===== config.mk =====
export PLATFORM = sky130hd
export DESIGN_NAME = booth_mul_seq
export DESIGN_NICKNAME = d
export VERILOG_FILES = /design/src/rtl/mul_pkg.sv /design/src/rtl/booth_pp_gen.sv /design/src/rtl/booth_mul_seq.sv
export SDC_FILE = /design/constraint.sdc
export NUM_CORES = 1
export LEC_CHECK = 0
export ABC_AREA = 0
export ABC_CLOCK_PERIOD_IN_PS = 4900
export CAP_MARGIN = 5
export CELL_PAD_IN_SITES_DETAIL_PLACEMENT = 0
export CELL_PAD_IN_SITES_GLOBAL_PLACEMENT = 1
export CORE_ASPECT_RATIO = 1.1
export CORE_UTILIZATION = 35
export CTS_CLUSTER_DIAMETER = 50
export DETAILED_ROUTE_END_ITERATION = 7
export PLACE_DENSITY = 0.75
export SYNTH_ARGS = -nofsm -noshare
export SYNTH_HDL_FRONTEND = slang
export SYNTH_HIERARCHICAL = 1
export SYNTH_SLANG_ARGS = --single-unit

===== constraint.sdc =====
create_clock -name clk -period 4.9 [get_ports clk]
set_clock_uncertainty 0.2 [all_clocks]
set_input_delay 0.49 -clock clk [delete_from_list [all_inputs] [get_ports clk]]
set_output_delay 0.49 -clock clk [all_outputs]
set_load 0.02 [all_outputs]

===== src/rtl/mul_pkg.sv =====
// Shared types and helpers for the iterative radix-4 Booth multiplier.
package mul_pkg;

    typedef struct packed {
        logic neg;
        logic two;
        logic one;
    } booth_digit_t;

    localparam booth_digit_t BOOTH_ZERO = 3'b000;
    localparam booth_digit_t BOOTH_POS1 = 3'b001;
    localparam booth_digit_t BOOTH_POS2 = 3'b010;
    localparam booth_digit_t BOOTH_NEG1 = 3'b101;
    localparam booth_digit_t BOOTH_NEG2 = 3'b110;

    typedef enum logic [1:0] {
        IDLE = 2'd0,
        CALC = 2'd1,
        DONE = 2'd2
    } state_t;

    // One extra digit beyond WIDTH/2 so zero-extended unsigned operands recode exactly.
    function automatic int calc_cycles(input int width, input int digits);
        return (width / 2 + 1 + digits - 1) / digits;
    endfunction

    function automatic booth_digit_t booth_recode(input logic [2:0] triplet);
        booth_digit_t digit;
        case (triplet)
            3'b001, 3'b010: digit = BOOTH_POS1;
            3'b011:         digit = BOOTH_POS2;
            3'b100:         digit = BOOTH_NEG2;
            3'b101, 3'b110: digit = BOOTH_NEG1;
            default:        digit = BOOTH_ZERO;
        endcase
        return digit;
    endfunction

endpackage


===== src/rtl/booth_pp_gen.sv =====
// Radix-4 Booth partial-product generator for one recoded digit.
module booth_pp_gen
    import mul_pkg::*;
#(
    parameter int WIDTH = 16
) (
    input  logic [WIDTH+1:0] x_i,
    input  logic [2:0]       triplet_i,
    output logic [WIDTH+2:0] pp_o,
    output logic             neg_o
);

    booth_digit_t      digit;
    logic [WIDTH+2:0]  mag;

    // Negative digits are inverted here; the +1 is added by the accumulator.
    always_comb begin
        digit = booth_recode(triplet_i);
        mag   = '0;
        if (digit.one) begin
            mag = {x_i[WIDTH+1], x_i};
        end else if (digit.two) begin
            mag = {x_i, 1'b0};
        end
        pp_o  = digit.neg ? ~mag : mag;
        neg_o = digit.neg;
    end

endmodule


===== src/rtl/booth_mul_seq.sv =====
// Iterative radix-4 Booth multiplier retiring DIGITS_PER_CYCLE digits per clock.
module booth_mul_seq
    import mul_pkg::*;
#(
    parameter int WIDTH            = 16,
    parameter int DIGITS_PER_CYCLE = 1
) (
    input  logic                 clk,
    input  logic                 rst_n,
    input  logic                 in_valid,
    output logic                 in_ready,
    input  logic [WIDTH-1:0]     xin,
    input  logic [WIDTH-1:0]     yin,
    input  logic                 in_signed,
    output logic                 out_valid,
    input  logic                 out_ready,
    output logic [2*WIDTH-1:0]   prod,
    output logic                 busy
);

    localparam int D   = DIGITS_PER_CYCLE;
    localparam int C   = calc_cycles(WIDTH, D);
    localparam int YE  = 2 * D * C;
    localparam int AW  = 2 * WIDTH + 4;
    localparam int XW  = WIDTH + 2;
    localparam int PPW = WIDTH + 3;
    localparam int CW  = $clog2(C + 1);
    localparam logic [CW-1:0] LAST = CW'(C - 1);

    state_t              state_q, state_d;
    logic [XW-1:0]       xOp_q, xOp_d;
    logic [YE:0]         yOp_q, yOp_d;
    logic [AW-1:0]       acc_q, acc_d;
    logic [CW-1:0]       count_q, count_d;
    logic [2*WIDTH-1:0]  prod_q, prod_d;

    logic [XW-1:0]       xExt;
    logic [YE:0]         yExt;
    logic [PPW-1:0]      pp [D];
    logic [D-1:0]        ppNeg;
    logic [AW-1:0]       ppExt;
    logic [AW-1:0]       accSum;
    logic [31:0]         shiftBase;

    // The multiplier register holds an implicit zero below bit 0 for the first triplet.
    always_comb begin
        xExt = in_signed ? {{2{xin[WIDTH-1]}}, xin} : {2'b00, xin};
        yExt = {{(YE-WIDTH){in_signed & yin[WIDTH-1]}}, yin, 1'b0};
    end

    for (genvar j = 0; j < D; j++) begin : g_pp
        booth_pp_gen #(
            .WIDTH (WIDTH)
        ) u_pp (
            .x_i       (xOp_q),
            .triplet_i (yOp_q[2*j+2:2*j]),
            .pp_o      (pp[j]),
            .neg_o     (ppNeg[j])
        );
    end

    // Digit j of cycle k lands at bit weight 2*(k*D + j).
    always_comb begin
        accSum    = acc_q;
        ppExt     = '0;
        shiftBase = 32'(count_q) * 32'(2 * D);
        for (int j = 0; j < D; j++) begin
            ppExt  = {{(AW-PPW){pp[j][PPW-1]}}, pp[j]};
            accSum = accSum + (ppExt << (shiftBase + 32'(2 * j)))
                            + (AW'(ppNeg[j]) << (shiftBase + 32'(2 * j)));
        end
    end

    always_comb begin
        state_d   = state_q;
        xOp_d     = xOp_q;
        yOp_d     = yOp_q;
        acc_d     = acc_q;
        count_d   = count_q;
        prod_d    = prod_q;
        in_ready  = 1'b0;
        out_valid = 1'b0;
        case (state_q)
            IDLE: begin
                in_ready = 1'b1;
                if (in_valid) begin
                    xOp_d   = xExt;
                    yOp_d   = yExt;
                    acc_d   = '0;
                    count_d = '0;
                    state_d = CALC;
                end
            end
            CALC: begin
                acc_d   = accSum;
                yOp_d   = yOp_q >> (2 * D);
                count_d = count_q + CW'(1);
                if (count_q == LAST) begin
                    prod_d  = accSum[2*WIDTH-1:0];
                    state_d = DONE;
                end
            end
            DONE: begin
                out_valid = 1'b1;
                if (out_ready) begin
                    state_d = IDLE;
                end
            end
            default: state_d = IDLE;
        endcase
    end

    always_ff @(posedge clk or negedge rst_n) begin
        if (!rst_n) begin
            state_q <= IDLE;
            xOp_q   <= '0;
            yOp_q   <= '0;
            acc_q   <= '0;
            count_q <= '0;
            prod_q  <= '0;
        end else begin
            state_q <= state_d;
            xOp_q   <= xOp_d;
            yOp_q   <= yOp_d;
            acc_q   <= acc_d;
            count_q <= count_d;
            prod_q  <= prod_d;
        end
    end

    assign prod = prod_q;
    assign busy = (state_q != IDLE);

endmodule


==> report_table.html <==
<table>
<tr><th>Metric</th><th>Value</th></tr>
<tr><th colspan="2">Run status</th></tr>
<tr><td>Result of the run</td><td>complete, no violations</td></tr>
<tr><th colspan="2">Critical path</th></tr>
<tr><td>Startpoint-to-endpoint class of the critical path</td><td>flip-flop to flip-flop</td></tr>
<tr><td>Worst path required time</td><td>4950 ps</td></tr>
<tr><td>Maximum single-stage delay on the critical path</td><td>550 ps</td></tr>
<tr><td>Worst R2R Start</td><td>yOp_q[1]</td></tr>
<tr><td>Cell-by-cell listing of the critical path</td><td>or3b_2 -&gt; buf_4 -&gt; o221ai_2 -&gt; mux2i_1 -&gt; a21oi_1 -&gt; a21oi_1 -&gt; o22ai_1 -&gt; buf_4 -&gt; ha_1 -&gt; ha_1 -&gt; a21oi_1 -&gt; o211ai_1 -&gt; a211oi_2 -&gt; buf_4 -&gt; buf_4 -&gt; a211oi_2 -&gt; or3_1 -&gt; a32o_1</td></tr>
<tr><td>Crit Reg-Reg Endpoint</td><td>acc_q[26]</td></tr>
<tr><td>Cell family with most CP delay</td><td>compound AO/OA/AOI/OAI gates</td></tr>
<tr><td>Worst R2R Path Depth</td><td>18</td></tr>
<tr><td>CP Buf/Inv Count</td><td>4</td></tr>
<tr><td>Worst reg-to-reg setup slack</td><td>100 ps</td></tr>
<tr><td>CP max stage cell</td><td>sky130_fd_sc_hd__or3b_2</td></tr>
<tr><td>Crit end category</td><td>flip-flop</td></tr>
<tr><td>Cell occurring most often along the worst timing path</td><td>sky130_fd_sc_hd__buf_4</td></tr>
<tr><td>Kind of launch point of the worst setup path</td><td>flip-flop</td></tr>
<tr><td>Highest net fanout along the worst path</td><td>4</td></tr>
<tr><td>Worst path arrival time</td><td>4850 ps</td></tr>
<tr><th colspan="2">GRT</th></tr>
<tr><td>Total overflow reported by the global router</td><td>0</td></tr>
<tr><td>Global-route wire length before repair</td><td>38.0 mm</td></tr>
<tr><td>Initial antenna violation count</td><td>0</td></tr>
<tr><td>Largest net degree at the start of global routing</td><td>74</td></tr>
<tr><td>Number of global-route vias before repair</td><td>6936</td></tr>
<tr><td>Aggregate global-route resource usage</td><td>20.4%</td></tr>
<tr><th colspan="2">Timing</th></tr>
<tr><td>Hold violation total from the final report</td><td>0</td></tr>
<tr><td>Post-route clock period utilization</td><td>97.9%</td></tr>
<tr><td>Final Slew Violations</td><td>0</td></tr>
<tr><td>Final setup vio count</td><td>0</td></tr>
<tr><td>TNS Setup</td><td>0 ps</td></tr>
<tr><td>Final critical delay including setup and external delays</td><td>4800 ps</td></tr>
<tr><td>Max frequency</td><td>209 MHz</td></tr>
<tr><td>Measured slew at the worst slew-check pin</td><td>1040 ps</td></tr>
<tr><td>Rel. slew slack</td><td>30.3%</td></tr>
<tr><td>Final WS setup</td><td>104 ps</td></tr>
<tr><th colspan="2">Placement</th></tr>
<tr><td>Worst setup slack before clock tree synthesis</td><td>-116 ps</td></tr>
<tr><td>Final GP Congestion</td><td>0.872</td></tr>
<tr><td>Placed wire-length estimate</td><td>17.4 mm</td></tr>
<tr><td>Number of placed cells counting well taps</td><td>1318</td></tr>
<tr><td>Buffers on Ports</td><td>71</td></tr>
<tr><th colspan="2">Hold path</th></tr>
<tr><td>Path class of the lowest-slack min-delay path</td><td>input pin to async pin</td></tr>
<tr><th colspan="2">Floorplanning</th></tr>
<tr><td>Horiz. Die Dim</td><td>147 µm</td></tr>
<tr><td>Vert. Die Dim</td><td>162 µm</td></tr>
<tr><td>Total die area</td><td>23800 µm²</td></tr>
<tr><td>Starting density of the core</td><td>35.6%</td></tr>
<tr><td>Core ar.</td><td>22800 µm²</td></tr>
<tr><td>Ports placed on the boundary</td><td>72</td></tr>
<tr><td>Placement row count</td><td>58</td></tr>
<tr><th colspan="2">Synthesis</th></tr>
<tr><td>Proportion of synthesized flip-flops having asynchronous set or reset</td><td>100%</td></tr>
<tr><td>Cell area after synthesis</td><td>8100 µm²</td></tr>
<tr><td>Syn Area/Cell</td><td>8.55 µm²</td></tr>
<tr><td>Number of nets in the synthesized netlist</td><td>1049</td></tr>
<tr><td>Gate Count Post-Synth</td><td>948</td></tr>
<tr><td>EDFF count, synth</td><td>0</td></tr>
<tr><td>Post-synthesis sequential area ratio</td><td>32.4%</td></tr>
<tr><td>Number of different library cells in the post-synthesis netlist</td><td>67</td></tr>
<tr><td>Flip-flop cell with the highest count after synthesis</td><td>sky130_fd_sc_hd__dfrtp_1</td></tr>
<tr><td>Synth Warn #</td><td>6</td></tr>
<tr><td>Number of storage elements in the synthesis netlist</td><td>105</td></tr>
<tr><th colspan="2">Clock tree</th></tr>
<tr><td>TritonCTS clock tree</td><td>yes</td></tr>
<tr><td>Number of H-tree branching levels</td><td>3</td></tr>
<tr><td>Number of buffers on the longest clock path</td><td>2</td></tr>
<tr><td>Clk root buf</td><td>sky130_fd_sc_hd__clkbuf_16</td></tr>
<tr><td>Total CTS buffers</td><td>9</td></tr>
<tr><td>Skew-Pair Late Insertion Delay</td><td>370 ps</td></tr>
<tr><td>Total clock sinks</td><td>105</td></tr>
<tr><td>Hold buffers post-CTS</td><td>0</td></tr>
<tr><td>Clock transition time at the flip-flop clock pins of the worst setup and hold paths</td><td>80 ps</td></tr>
<tr><th colspan="2">Detailed routing</th></tr>
<tr><td>First drt pass iteration count</td><td>5</td></tr>
<tr><td>Number of vias after detailed routing</td><td>7217</td></tr>
<tr><td>First-iteration detailed-routing DRC count</td><td>486</td></tr>
<tr><td>Number of antenna-violating nets in the routed design</td><td>0</td></tr>
<tr><td>Drc violations</td><td>0</td></tr>
<tr><td>Wirelength per Cell</td><td>17.7 µm</td></tr>
<tr><td>Sum of routed wire length over all layers</td><td>23.8 mm</td></tr>
<tr><td>Ratio of routed vias to standard cells</td><td>5.36</td></tr>
<tr><th colspan="2">Final layout</th></tr>
<tr><td>Fin nets</td><td>1143</td></tr>
<tr><td>Most frequent cells in the layout</td><td>sky130_fd_sc_hd__nand2_1 (150), sky130_fd_sc_hd__dfrtp_1 (105), sky130_fd_sc_hd__buf_4 (78)</td></tr>
<tr><td>Share of post-route cells with drive strength above 1</td><td>15.9%</td></tr>
<tr><td>Non-filler cells in the finished layout</td><td>1347</td></tr>
<tr><td>Most common cell after layout, fill and taps aside</td><td>sky130_fd_sc_hd__nand2_1</td></tr>
<tr><td>Area growth from synthesis to layout</td><td>23.6%</td></tr>
<tr><td>ANT cells</td><td>0</td></tr>
<tr><th colspan="2">Flow run</th></tr>
<tr><td>Reported max-cap violation count</td><td>0</td></tr>
</table>
==> worst max path at each step <==
stage,startpoint,end,slack [ps],depth (start not counted)
5_1_grt,yOp_q[0],acc_q[31],-20,20
3_3_place_gp,yOp_q[0],acc_q[26],-90,18
4_1_cts,yOp_q[0],acc_q[26],30,21
3_5_place_dp,yOp_q[0],acc_q[26],-120,18
2_1_floorplan,yOp_q[2],acc_q[30],230,21
6_report,yOp_q[1],acc_q[26],100,18
==> per-layer routing <==
metal	vias up	global-route usage (%)	routed length (µm)
li1	3538	-	-
met1	3482	29.3	11600
met2	177	32.2	10900
met3	20	2.77	916
met4	0	4.69	340
met5	-	0	0
==> area by class of cell <==
type	instances	area, µm²
Clock inverter	7	83.8
Timing Repair Buffer	150	1320
Inverter	56	210
Tap cell	300	375
Multi-Input combinational cell	720	5180
Fill cell	2323	12800
Sequential cell	105	2630
Clock buffer	9	225
==> worst register-to-register path: cells and delay by family, from the launching register on <==
family / cells / cell delay (ps)
AO/OA/AOI/OAI: 9 / 1810
buffers and inverters: 4 / 640
multiplexers: 1 / 160
AND/OR/NAND/NOR: 2 / 890
adder cells (fa/ha/maj): 2 / 560
flip-flops: 1 / 410
==> logic make-up (layout without fill, tap and decap cells) <==
logic type      Yosys count  count (layout)  synth area share [%]
compound gates          246             246                  20.8
mux                      37              37                  5.41
fa+ha+maj                64              64                  11.5
buf+inv                 124             222                  6.44
flops                   105             105                  32.4
xor+xnor                 45              45                  4.86
simple gates            327             328                  18.6
==> per-stage QoR <==
stage	area [µm²]	utilization, %	hold WS (ps)
2_1_floorplan	8100	-	-5.59
3_3_place_gp	9400	41.2	265
3_5_place_dp	9400	41.2	261
4_1_cts	9730	42.7	139
5_1_grt	10000	44.0	181
6_report	10000	44.0	96.3
==> registers in the layout, summed over array words and instances, names as in the netlist <==
| signal | flops |
|---|---|
| acc_q | 32 |
| state_q | 2 |
| yOp_q | 18 |
| xOp_q | 17 |
| prod | 32 |
| count_q | 4 |
==> repair_timing <==
| action | CTS | global route |
|---|---|---|
| buffers inserted | 2 | 10 |
| pin swaps | 1 | 8 |
| setup endpoints to repair | 9 | 37 |
| cloned | 0 | 1 |
| gates resized for setup | 2 | 40 |
==> synth_stat cells, types with 4 or more instances <==
cell                         n  area [µm²]
sky130_fd_sc_hd__o221ai_1    7        61.3
sky130_fd_sc_hd__nand3_1    31         155
sky130_fd_sc_hd__a31oi_1     5        31.3
sky130_fd_sc_hd__o22ai_1    19         119
sky130_fd_sc_hd__mux4_2      4        90.1
sky130_fd_sc_hd__fa_1       17         340
sky130_fd_sc_hd__mux2i_1    19         190
sky130_fd_sc_hd__o21ai_1     4        20.0
sky130_fd_sc_hd__nor2_1     70         263
sky130_fd_sc_hd__xor2_1     20         175
sky130_fd_sc_hd__o31ai_1     6        45.0
sky130_fd_sc_hd__nor3_1      7        35.0
sky130_fd_sc_hd__a21oi_1    57         285
sky130_fd_sc_hd__dfrtp_1   105        2630
sky130_fd_sc_hd__o21ai_0    54         270
sky130_fd_sc_hd__nand2_1   150         563
sky130_fd_sc_hd__o221ai_2   10         150
sky130_fd_sc_hd__nand4b_1   17         149
sky130_fd_sc_hd__clkbuf_1   48         180
sky130_fd_sc_hd__buf_1       7        26.3
sky130_fd_sc_hd__inv_1      56         210
sky130_fd_sc_hd__buf_2       6        30.0
sky130_fd_sc_hd__ha_1       47         588
sky130_fd_sc_hd__mux2_2     14         158
sky130_fd_sc_hd__a22o_1     10        87.6
sky130_fd_sc_hd__o21a_1      6        45.0
sky130_fd_sc_hd__o211ai_1    6        45.0
sky130_fd_sc_hd__nand4_1    12        75.1
sky130_fd_sc_hd__xnor2_1    25         219
sky130_fd_sc_hd__and2_1      6        37.5
sky130_fd_sc_hd__buf_6       4        45.0
sky130_fd_sc_hd__a211oi_1   11        82.6
sky130_fd_sc_hd__and3_1      8        50.1
sky130_fd_sc_hd__a21o_1     18         135
sky130_fd_sc_hd__nor2b_1     9        56.3
Power is not shown: default switching activity piles up to over one toggle a cycle in this logic, so the estimate is an artifact.
